[src/rtl/dieu_khien_ena_pkg.sv]
// Shared types and constants for the enable-rate controller.
//   level_t    : 2-bit committed/target rate level
//   LVL_*      : rate level codes (0=1 Hz .. 3=100 Hz)
//   state_t    : commit FSM encoding (IDLE=0, WAIT=1)
//   step_level : applies one up/down press to a level with silent saturation
package dieu_khien_ena_pkg;

  typedef logic [1:0] level_t;

  localparam level_t LVL_1HZ   = 2'd0;
  localparam level_t LVL_20HZ  = 2'd1;
  localparam level_t LVL_50HZ  = 2'd2;
  localparam level_t LVL_100HZ = 2'd3;

  typedef enum logic {
    IDLE = 1'b0,
    WAIT = 1'b1
  } state_t;

  // Simultaneous up and down cancel; saturation at either end is silent.
  function automatic level_t step_level(input level_t cur, input logic up, input logic dn);
    level_t nxt;
    nxt = cur;
    if (up && !dn && (cur != LVL_100HZ)) begin
      nxt = cur + 2'd1;
    end else if (dn && !up && (cur != LVL_1HZ)) begin
      nxt = cur - 2'd1;
    end
    return nxt;
  endfunction

endpackage

[src/rtl/dieu_khien_ena_chong_doi.sv]
// chong_doi: button conditioning for one raw push-button.
//   ckht   : system clock
//   rst_n  : synchronous active-low reset
//   ena_db : debounce sampling strobe
//   btn    : raw active-high button, asynchronous to ckht
//   press  : one-cycle pulse on each accepted 0->1 debounced transition
module chong_doi #(
  parameter int unsigned DB_SAMPLES = 4
) (
  input  logic ckht,
  input  logic rst_n,
  input  logic ena_db,
  input  logic btn,
  output logic press
);

  localparam logic [3:0] DB_MAX = 4'(DB_SAMPLES);

  logic       sync1;
  logic       sync2;
  logic       db_state;
  logic       db_prev;
  logic [3:0] cnt;

  always_ff @(posedge ckht) begin
    if (!rst_n) begin
      sync1    <= 1'b0;
      sync2    <= 1'b0;
      db_state <= 1'b0;
      db_prev  <= 1'b0;
      cnt      <= '0;
    end else begin
      sync1   <= btn;
      sync2   <= sync1;
      db_prev <= db_state;
      if (ena_db) begin
        // Counter only advances on consecutive samples that disagree with
        // the accepted level; any agreeing sample restarts the run.
        if (sync2 != db_state) begin
          if (cnt + 4'd1 == DB_MAX) begin
            db_state <= ~db_state;
            cnt      <= '0;
          end else begin
            cnt <= cnt + 4'd1;
          end
        end else begin
          cnt <= '0;
        end
      end
    end
  end

  assign press = db_state & ~db_prev;

endmodule

[src/rtl/dieu_khien_ena.sv]
// dieu_khien_ena: selects one of four divider enables, with the rate stepped
// by debounced up/down buttons and committed only on an active-rate tick.
//   ckht                         : system clock
//   rst_n                        : synchronous active-low reset
//   ena1hz/20hz/50hz/100hz       : one-cycle rate pulses from the divider
//   ena_db                       : debounce sampling strobe
//   btn_up, btn_dn               : raw active-high buttons
//   ena_out                      : selected enable, registered (1-cycle latency)
//   level                        : committed rate level
//   pending                      : a requested level awaits commit
module dieu_khien_ena
  import dieu_khien_ena_pkg::*;
#(
  parameter int unsigned DB_SAMPLES = 4,
  parameter level_t      LEVEL_RST  = LVL_1HZ
) (
  input  logic       ckht,
  input  logic       rst_n,
  input  logic       ena1hz,
  input  logic       ena20hz,
  input  logic       ena50hz,
  input  logic       ena100hz,
  input  logic       ena_db,
  input  logic       btn_up,
  input  logic       btn_dn,
  output logic       ena_out,
  output logic [1:0] level,
  output logic       pending
);

  logic   up_press;
  logic   dn_press;
  logic   tick;
  level_t target;
  level_t target_nxt;
  level_t level_nxt;
  state_t state;
  state_t state_nxt;

  chong_doi #(.DB_SAMPLES(DB_SAMPLES)) u_cd_up (
    .ckht   (ckht),
    .rst_n  (rst_n),
    .ena_db (ena_db),
    .btn    (btn_up),
    .press  (up_press)
  );

  chong_doi #(.DB_SAMPLES(DB_SAMPLES)) u_cd_dn (
    .ckht   (ckht),
    .rst_n  (rst_n),
    .ena_db (ena_db),
    .btn    (btn_dn),
    .press  (dn_press)
  );

  always_ff @(posedge ckht) begin
    if (!rst_n) begin
      state   <= IDLE;
      level   <= LEVEL_RST;
      target  <= LEVEL_RST;
      ena_out <= 1'b0;
    end else begin
      state   <= state_nxt;
      level   <= level_nxt;
      target  <= target_nxt;
      // Mux uses the pre-update level, so the committing old-rate tick is
      // still forwarded and no new-rate pulse from the commit cycle leaks.
      ena_out <= tick;
    end
  end

  always_comb begin
    tick       = 1'b0;
    level_nxt  = level;
    target_nxt = step_level(target, up_press, dn_press);
    state_nxt  = state;
    pending    = (state == WAIT);

    case (level)
      LVL_1HZ:   tick = ena1hz;
      LVL_20HZ:  tick = ena20hz;
      LVL_50HZ:  tick = ena50hz;
      LVL_100HZ: tick = ena100hz;
      default:   tick = 1'b0;
    endcase

    // Commit takes the target held before any same-cycle press; that press
    // then lands on the new target and the state is re-derived from the
    // post-commit pair, which covers IDLE->WAIT, WAIT->IDLE (cancel or
    // commit) and commit-then-re-enter-WAIT in one rule.
    if ((state == WAIT) && tick) begin
      level_nxt = target;
    end
    state_nxt = (target_nxt != level_nxt) ? WAIT : IDLE;
  end

endmodule

[config.mk]
export PLATFORM = sky130hd
export DESIGN_NAME = dieu_khien_ena
export DESIGN_NICKNAME = d
export VERILOG_FILES = /design/src/rtl/dieu_khien_ena_pkg.sv /design/src/rtl/dieu_khien_ena_chong_doi.sv /design/src/rtl/dieu_khien_ena.sv
export SDC_FILE = /design/constraint.sdc
export NUM_CORES = 1
export LEC_CHECK = 0
export CELL_PAD_IN_SITES_DETAIL_PLACEMENT = 1
export CELL_PAD_IN_SITES_GLOBAL_PLACEMENT = 2
export CORE_MARGIN = 3
export CORE_UTILIZATION = 25
export CTS_CLUSTER_DIAMETER = 80
export DETAILED_ROUTE_END_ITERATION = 8
export PLACE_DENSITY_LB_ADDON = 0.1
export SKIP_LAST_GASP = 1
export SYNTH_ARGS = -nofsm -noshare
export SYNTH_HDL_FRONTEND = slang
export SYNTH_SLANG_ARGS = --single-unit
[constraint.sdc]
create_clock -name ckht -period 2.1 [get_ports ckht]
set_clock_uncertainty 0.15 [all_clocks]
set_input_delay 0.42 -clock ckht [delete_from_list [all_inputs] [get_ports ckht]]
set_output_delay 0.42 -clock ckht [all_outputs]
set_load 0.01 [all_outputs]
==> flow_metrics.env, run 1 <==
export IMPL_cts_buffers_inserted=3
export IMPL_hold_buffers=0
export IMPL_yosysSeqAreaShare=0.412
export IMPL_max_slew_margin=0.633
export IMPL_crit_slowest_cell="clkdlybuf4s50_1"
export IMPL_critPathKind="reg -> out"
export IMPL_async_flop_share=0
export IMPL_routed_wl_met3_um=116
export IMPL_cts_htree_levels=1
export IMPL_hold_viol_final=0
export IMPL_cts_tree="built"
export IMPL_tns_ns=0
export IMPL_dr_first_iter_drc_count=34
export IMPL_synth_top_area_cell="dfxtp_1"
export IMPL_yosysMostFrequentCell="dfxtp_1"
export IMPL_routedWlPerCell_um=12.9
export IMPL_via_per_inst=4.84
export IMPL_synthCells=125
export IMPL_ys_warn_count=0
export IMPL_synth_top_area_share=0.412
export IMPL_required_ns=1.53
export IMPL_post_route_period_util=0.915
export IMPL_clk_pin_slew_worst_paths_ns=0.08
export IMPL_ant_nets=0
export IMPL_drv_cap=0
export IMPL_routed_top_layer="met4"
export IMPL_grt_pass1_vias=940
export IMPL_clock_sinks=22
export IMPL_cts_root_buf="clkbuf_8"
export IMPL_status="completed"
export IMPL_fmax_ghz=0.520
export IMPL_drt_pass1_iter_count=2
export IMPL_peakVddDrop_mv=0.286
export IMPL_crit_path_cell_trace="clkdlybuf4s50_1"
export IMPL_min_period_ns=1.92
export IMPL_post_cts_buffers=0
export IMPL_p_per_area_nw_per_um2=592
export IMPL_post_cts_resized=0
export IMPL_path_buf_inv=1
export IMPL_synthTopCellsByCount="dfxtp_1 (22), nor2_1 (13), a21oi_1 (11)"
export IMPL_ys_types=34
export IMPL_dp_hpwl_mm=1.93
export IMPL_syn_nets=139
export IMPL_syn_area_um2=1070
export IMPL_syn2layout_area_growth_pct=23.9
export IMPL_setup_viol=0
export IMPL_crit_fanout=7
export IMPL_grt_setup_unrepaired="no"
export IMPL_track_usage=0.106
export IMPL_clk_latency_ns=0.26
export IMPL_synthFlopType="dfxtp_1"
export IMPL_synth_seq_cells=22
export IMPL_tightest_slew_ns=0.545
export IMPL_wl_met2_mm=1.08
export IMPL_layout_cells_non_filler=192
export IMPL_io_buffers=12
export IMPL_gp_congestion=0.737
export IMPL_drive_gt1_frac=0.0775
export IMPL_num_rows=23
export IMPL_wirelength_mm=2.48
export IMPL_die_y_um=71.4
export IMPL_boundaryPins=13
export IMPL_coreArea_um2=4060
export IMPL_ys_top_cells_by_area="dfxtp_1 (41%), ha_1 (5.9%), a21oi_1 (5.2%), and2_1 (4.7%), nor2_1 (4.6%)"
export IMPL_grt_pass1_wl_mm=4.27
export IMPL_grt_overflow=0
export IMPL_grt_max_degree=13
export IMPL_cp_end_kind="primary output"
export IMPL_initial_core_util=0.263
export IMPL_antenna_cells=0
export IMPL_hold_class="reg -> reg"
export IMPL_power_leakage_nw=0.500
export IMPL_antenna_found_initial=0
export IMPL_critPathLaunchType="flop"
export IMPL_max_stage_delay_ns=0.59
export IMPL_synth_edf_count=0
export IMPL_slew_viol_final=0
export IMPL_layout_nets=157
export IMPL_dieWidth_um=71.4
export IMPL_dr_total_vias=929
export IMPL_clockBufferDepth=2
export IMPL_dp_cells=188
export IMPL_drc=0
export IMPL_routedLengthMet1_mm=1.26
export IMPL_avgSynthCellArea_um2=8.55
export IMPL_crit_arrival_ns=1.35
export IMPL_cpLargestDelayFamily="buffers and inverters"
export IMPL_dieArea_um2=5090
==> logic make-up (layout without fill, tap and decap cells) <==
family | Yosys count | after routing | synth area share
flip-flops | 22 | 22 | 0.412
multiplexers | 4 | 4 | 0.0398
AND/OR/NAND/NOR | 47 | 47 | 0.221
AO/OA/AOI/OAI | 31 | 31 | 0.183
XOR/XNOR | 6 | 6 | 0.0492
adder cells (fa/ha/maj) | 5 | 5 | 0.0585
buffers and inverters | 10 | 27 | 0.0363
==> flip-flops by register name, indices dropped and copies added (netlist names) <==
name              flops
u_cd_up.cnt           4
u_cd_dn.cnt           4
level                 2
u_cd_dn.sync2         1
u_cd_dn.db_prev       1
target                2
u_cd_dn.sync1         1
u_cd_dn.db_state      1
pending               1
u_cd_up.db_state      1
u_cd_up.db_prev       1
u_cd_up.sync2         1
ena_out               1
u_cd_up.sync1         1
==> cells in the final DEF (no fill, tap or decap), types with 2 or more instances in the layout <==
master / instances
a21o_1: 2
a21oi_1: 11
a22oi_1: 2
a31oi_1: 3
and2_1: 8
and3_1: 2
buf_4: 4
clkbuf_8: 4
clkdlybuf4s50_1: 12
dfxtp_1: 22
ha_1: 5
inv_1: 7
mux2_2: 2
mux2i_1: 2
nand2_1: 9
nand3_1: 4
nor2_1: 13
nor3_1: 3
nor3b_1: 2
o21ai_0: 5
o31ai_1: 2
xnor2_1: 4
xor2_1: 2
==> worst paths after layout <==
| check | cells past startpoint | slack (ns) | startpoint | to |
|---|---|---|---|---|
| max | 1 | 0.18 | level[0] | level[0] |
| min | 1 | 0.29 | u_cd_dn.sync1 | u_cd_dn.sync2 |
| max reg2reg | 5 | 0.20 | target[1] | pending |
| min reg2reg | 1 | 0.29 | u_cd_dn.sync1 | u_cd_dn.sync2 |
==> per-layer routing <==
| layer | up-vias | track usage |
|---|---|---|
| met5 | - | 0 |
| met1 | 442 | 0.129 |
| met4 | 0 | 0.0355 |
| li1 | 468 | - |
| met2 | 15 | 0.172 |
| met3 | 4 | 0.0379 |
==> cell type report <==
class	instances	area, um^2
Timing Repair Buffer	16	150
Sequential cell	22	440
Tap cell	50	62.6
Clock buffer	4	55.1
Fill cell	491	2730
Inverter	7	26.3
Multi-Input combinational cell	93	589
==> metrics by stage <==
| step | setup slack, ns | util | hold slack, ns | power, mW | instance area [um^2] |
|---|---|---|---|---|---|
| 2_1_floorplan | 0.346 | - | 0.262 | 0.456 | 1070 |
| 3_3_place_gp | 0.121 | 0.313 | 0.278 | 0.487 | 1270 |
| 3_5_place_dp | 0.117 | 0.313 | 0.279 | 0.487 | 1270 |
| 4_1_cts | 0.169 | 0.326 | 0.298 | 0.799 | 1320 |
| 5_1_grt | 0.110 | 0.326 | 0.312 | 0.825 | 1320 |
| 6_report | 0.178 | 0.326 | 0.292 | 0.784 | 1320 |
==> power breakdown <==
| group | internal (mW) | switching [mW] |
|---|---|---|
| clock network | 0.167 | 0.141 |
| logic | 0.0269 | 0.0231 |
| registers | 0.422 | 0.00340 |
Note: power is estimated with default switching activity, not from simulation.
==> run 2: changes to the inputs <==
- CORE_UTILIZATION: 25 -> 32
==> run 2 against run 1 <==
Register-to-register slack barely moved. Hold slack better by 0.0017 ns. Critical path depth unchanged. First-iteration DRC count is 26% lower. Die area fell by 20%. Via count fell by 2.7%. Non-clock buffer count decreased by 1. Clock-buffer cell count is the same. Largest cell class unchanged. Power fell by 10%. Sequential share of layout area rose by 0.87 points. Critical path type unchanged. Largest power group unchanged.
==> flow_metrics.env, run 2 (synthesis results as in run 1) <==
export IMPL_status="completed"
export IMPL_critPathKind="reg -> out"
export IMPL_post_place_ws_ns=0.0673
export IMPL_cts_tree="built"
export IMPL_final_area_um2=1290
export IMPL_io_buffers=12
export IMPL_layout_common_cells="dfxtp_1 (22), nor2_1 (13), clkdlybuf4s50_1 (12)"
export IMPL_hold_ws_ns=0.293
export IMPL_post_route_period_util=0.933
export IMPL_coreArea_um2=3130
export IMPL_cpLargestDelayFamily="buffers and inverters"
export IMPL_post_cts_resized=0
export IMPL_num_rows=20
export IMPL_drt_pass1_iter_count=2
export IMPL_ant_nets=0
export IMPL_cts_htree_levels=1
export IMPL_power_leakage_nw=0.487
export IMPL_peakVddDrop_mv=0.348
export IMPL_die_y_um=63.8
export IMPL_drive_gt1_frac=0.0709
export IMPL_dieArea_um2=4070
export IMPL_dp_hpwl_mm=1.73
export IMPL_track_usage=0.127
export IMPL_post_cts_buffers=0
export IMPL_min_from="u_cd_up.sync1"
export IMPL_min_period_ns=1.96
export IMPL_crit_arrival_ns=1.39
export IMPL_layout_nets=156
export IMPL_max_slew_margin=0.664
export IMPL_fmax_ghz=0.511
export IMPL_dieWidth_um=63.8
export IMPL_critPathLaunchType="flop"
export IMPL_tns_ns=0
export IMPL_syn2layout_area_growth_pct=20.7
export IMPL_slew_viol_final=0
export IMPL_crit_fanout=7
export IMPL_clk_latency_ns=0.30
export IMPL_clk_pin_slew_worst_paths_ns=0.12
export IMPL_drc=0
export IMPL_drv_cap=0
export IMPL_wirelength_mm=2.29
export IMPL_max_stage_delay_ns=0.59
export IMPL_layout_cells_non_filler=185
export IMPL_grt_setup_unrepaired="no"
export IMPL_fin_util=0.412
export IMPL_p_total_uw=705
export IMPL_initial_core_util=0.342
export IMPL_crit_path_cell_trace="clkdlybuf4s50_1"
export IMPL_hold_viol_final=0
export IMPL_dp_cells=181
export IMPL_routedWlPerCell_um=12.4
export IMPL_timing_rr_start="target[1]"
export IMPL_critPathLaunch="level[0]"
export IMPL_cts_buffers_inserted=3
export IMPL_boundaryPins=13
export IMPL_crit_slowest_cell="clkdlybuf4s50_1"
export IMPL_via_per_inst=4.89
export IMPL_tightest_slew_ns=0.499
export IMPL_cts_root_buf="clkbuf_4"
export IMPL_grt_pass1_vias=944
export IMPL_place_area_um2=1250
export IMPL_p_per_area_nw_per_um2=546
export IMPL_dr_first_iter_drc_count=25
export IMPL_hold_class="reg -> reg"
export IMPL_path_buf_inv=1
export IMPL_grt_pass1_wl_mm=4.15
export IMPL_grt_overflow=0
export IMPL_dr_total_vias=904
export IMPL_clockBufferDepth=2
export IMPL_cp_end_kind="primary output"
export IMPL_antenna_cells=0
export IMPL_reg_largest_list="u_cd_dn.cnt: 4 flops, u_cd_up.cnt: 4 flops"
export IMPL_gp_congestion=0.750
export IMPL_clock_sinks=22
export IMPL_required_ns=1.53
export IMPL_setup_viol=0
export IMPL_antenna_found_initial=0
export IMPL_hold_buffers=0
export IMPL_setup_ws_ns=0.141
export IMPL_layout_commonest_cell="dfxtp_1"
export IMPL_grt_max_degree=14
-- run 2: final timing paths --
kind                         to  slack (ns)  cells past startpoint
setup reg to reg        pending        0.20                      5
hold reg to reg   u_cd_up.sync2        0.29                      1
hold / removal    u_cd_up.sync2        0.29                      1
setup / recovery       level[0]        0.14                      1
-- run 2: power by group --
part	internal (mW)	total, mW	switching (mW)	leakage [nW]
clock	0.106	0.230	0.124	0.0210
sequential	0.423	0.426	0.00312	0.178
combinational	0.0257	0.0486	0.0229	0.288
-- run 2: layer usage --
metal  track usage  vias up  wire (um)
met5             0        -          0
met2         0.210       11       1070
met1         0.156      423       1120
li1              -      468          -
met4        0.0404        0         21
met3        0.0387        2         76
-- run 2: layout make-up --
cell class | count | area (um^2)
Fill cell | 374 | 1840
Multi-Input combinational cell | 93 | 589
Sequential cell | 22 | 440
Timing Repair Buffer | 15 | 143
Tap cell | 44 | 55.1
Clock buffer | 4 | 36.3
Inverter | 7 | 26.3
==> run 3: changes to the inputs <==
- PLACE_DENSITY_LB_ADDON: 0.1 -> 0.3
- clock period: 2.1 -> 2 ns (I/O delays scaled with it)
==> run 3 against run 2 <==
Clock-buffer cell count down 1. Global-route usage about the same. Via count increased by 1.4%. Setup slack worse by 0.019 ns. Highest routed layer unchanged. Sequential power up 5.2%. Critical endpoint is now pending. Combinational power grew 8.8%. Cell area fell by 0.39%. Cell count is the same. Clock power down 14%.
==> flow_metrics.env, run 3 (synthesis results as in run 1) <==
export IMPL_p_switching_uw=156
export IMPL_routed_wl_met3_um=110
export IMPL_slew_viol_final=0
export IMPL_status="completed"
export IMPL_r2r_slack_ns=0.12
export IMPL_power_leakage_nw=0.485
export IMPL_cts_tree="built"
export IMPL_initial_core_util=0.342
export IMPL_wirelength_mm=2.38
export IMPL_fmax_ghz=0.533
export IMPL_tightest_slew_ns=0.477
export IMPL_crit_slowest_cell="a221o_1"
export IMPL_critPathKind="reg -> reg"
export IMPL_num_rows=20
export IMPL_max_slew_margin=0.680
export IMPL_clk_pin_slew_worst_paths_ns=0.12
export IMPL_setup_viol=0
export IMPL_track_usage=0.127
export IMPL_crit_arrival_ns=1.97
export IMPL_min_from="u_cd_dn.sync1"
export IMPL_grt_setup_unrepaired="no"
export IMPL_p_sw_frac=0.224
export IMPL_timing_rr_start="target[1]"
export IMPL_layout_cells_non_filler=185
export IMPL_crit_path_cell_trace="ha_1 > or3b_1 > a221o_1 > a21o_1 > a31oi_1"
export IMPL_dp_cells=182
export IMPL_hold_viol_final=0
export IMPL_drv_cap=0
export IMPL_fin_util=0.411
export IMPL_wl_met2_mm=1.15
export IMPL_crit_fanout=4
export IMPL_max_stage_delay_ns=0.40
export IMPL_post_place_ws_ns=-0.0120
export IMPL_critPathLaunchType="flop"
export IMPL_worstReg2RegEnd="pending"
export IMPL_tns_ns=0
export IMPL_clk_latency_ns=0.31
export IMPL_cp_end_kind="flop"
export IMPL_antenna_found_initial=0
export IMPL_grt_overflow=0
export IMPL_cts_root_buf="clkbuf_4"
export IMPL_routedWlPerCell_um=12.9
export IMPL_seq_power_share=0.641
export IMPL_dr_total_vias=917
export IMPL_r2r_cells=5
export IMPL_clock_sinks=22
export IMPL_io_buffers=12
export IMPL_peakVddDrop_mv=0.293
export IMPL_drive_gt1_frac=0.0780
export IMPL_setup_ws_ns=0.123
export IMPL_post_route_period_util=0.939
export IMPL_min_period_ns=1.88
export IMPL_dieWidth_um=63.8
export IMPL_p_comb_frac=0.076
export IMPL_grt_pass1_wl_mm=4.07
export IMPL_boundaryPins=13
export IMPL_cts_buffers_inserted=3
export IMPL_drt_pass1_iter_count=4
export IMPL_cts_htree_levels=1
export IMPL_dp_hpwl_mm=1.83
export IMPL_routed_top_layer="met4"
export IMPL_grt_max_degree=14
export IMPL_hold_ws_ns=0.306
export IMPL_die_y_um=63.8
export IMPL_dr_first_iter_drc_count=25
export IMPL_grt_pass1_vias=911
export IMPL_critical_path_endpoint="pending"
export IMPL_clockBufferDepth=2
export IMPL_p_clk_frac=0.284
export IMPL_dieArea_um2=4070
export IMPL_drc=0
export IMPL_antenna_cells=0
export IMPL_ant_nets=0
export IMPL_gp_congestion=0.775
export IMPL_via_per_inst=4.96
export IMPL_syn2layout_area_growth_pct=20.3
export IMPL_layout_nets=157
export IMPL_layout_commonest_cell="dfxtp_1"
export IMPL_coreArea_um2=3130
export IMPL_critPathLaunch="target[1]"
export IMPL_hold_class="reg -> reg"
export IMPL_layout_common_cells="dfxtp_1 (21), nor2_1 (13), clkdlybuf4s50_1 (12)"
export IMPL_routedLengthMet1_mm=1.10
export IMPL_required_ns=2.09
export IMPL_p_int_uw=542
export IMPL_reg_largest_list="u_cd_dn.cnt: 4 flops, u_cd_up.cnt: 4 flops"
export IMPL_p_per_area_nw_per_um2=544
-- run 3: cell types whose count changed in the layout (fill, tap and decap cells not counted) --
cell      change
clkbuf_8      -1
buf_4         +1
dfxtp_1       -1
dfxtp_2       +1
-- run 3: worst max-delay path, delay by kind of cell (launching register included) --
kind / cells / cell delay (ns)
AO/OA/AOI/OAI: 3 / 0.74
flip-flops: 1 / 0.36
AND/OR/NAND/NOR: 1 / 0.37
adder cells (fa/ha/maj): 1 / 0.20
-- run 3: power by group through the flow --
stage	sequential, mW	combinational, mW	clock, mW
4_1_cts	0.448	0.0542	0.212
6_report	0.448	0.0529	0.198
5_1_grt	0.449	0.0588	0.229
2_1_floorplan	0.457	0.0218	0
3_3_place_gp	0.457	0.0524	0
3_5_place_dp	0.458	0.0538	0
-- run 3: what timing repair did --
action	in CTS	in global routing
endpoints found under the setup margin	0	1
hold buffers	0	0
gates resized for setup	0	1
buffers inserted	0	0
-- run 3: layout make-up --
type                            instances  area, um^2
Fill cell                             381        1840
Multi-Input combinational cell         93         589
Sequential cell                        22         442
Timing Repair Buffer                   16         150
Tap cell                               44        55.1
Inverter                                7        26.3
Clock buffer                            3        22.5
-- run 3: per-layer routing --
metal,global-route usage,vias to the layer above
met5,0,-
met4,0.0323,0
met3,0.0422,2
met2,0.225,14
met1,0.144,432
li1,-,469
-- run 3: worst min-delay path by stage --
| stage | slack (ns) | depth (start not counted) | end |
|---|---|---|---|
| after floorplan | 0.26 | 1 | u_cd_dn.sync2 |
| after detailed placement | 0.29 | 1 | u_cd_dn.sync2 |
| after global routing | 0.32 | 1 | u_cd_dn.sync2 |
| after CTS | 0.32 | 1 | u_cd_dn.sync2 |
| after global placement | 0.28 | 1 | u_cd_dn.sync2 |
| final | 0.31 | 1 | u_cd_dn.sync2 |
-- run 3: per-stage QoR --
step                      instance area (um^2)  total power, mW
after global routing                      1280            0.737
after global placement                    1260            0.510
after CTS                                 1280            0.714
final                                     1280            0.699
after floorplan                           1070            0.479
after detailed placement                  1260            0.512
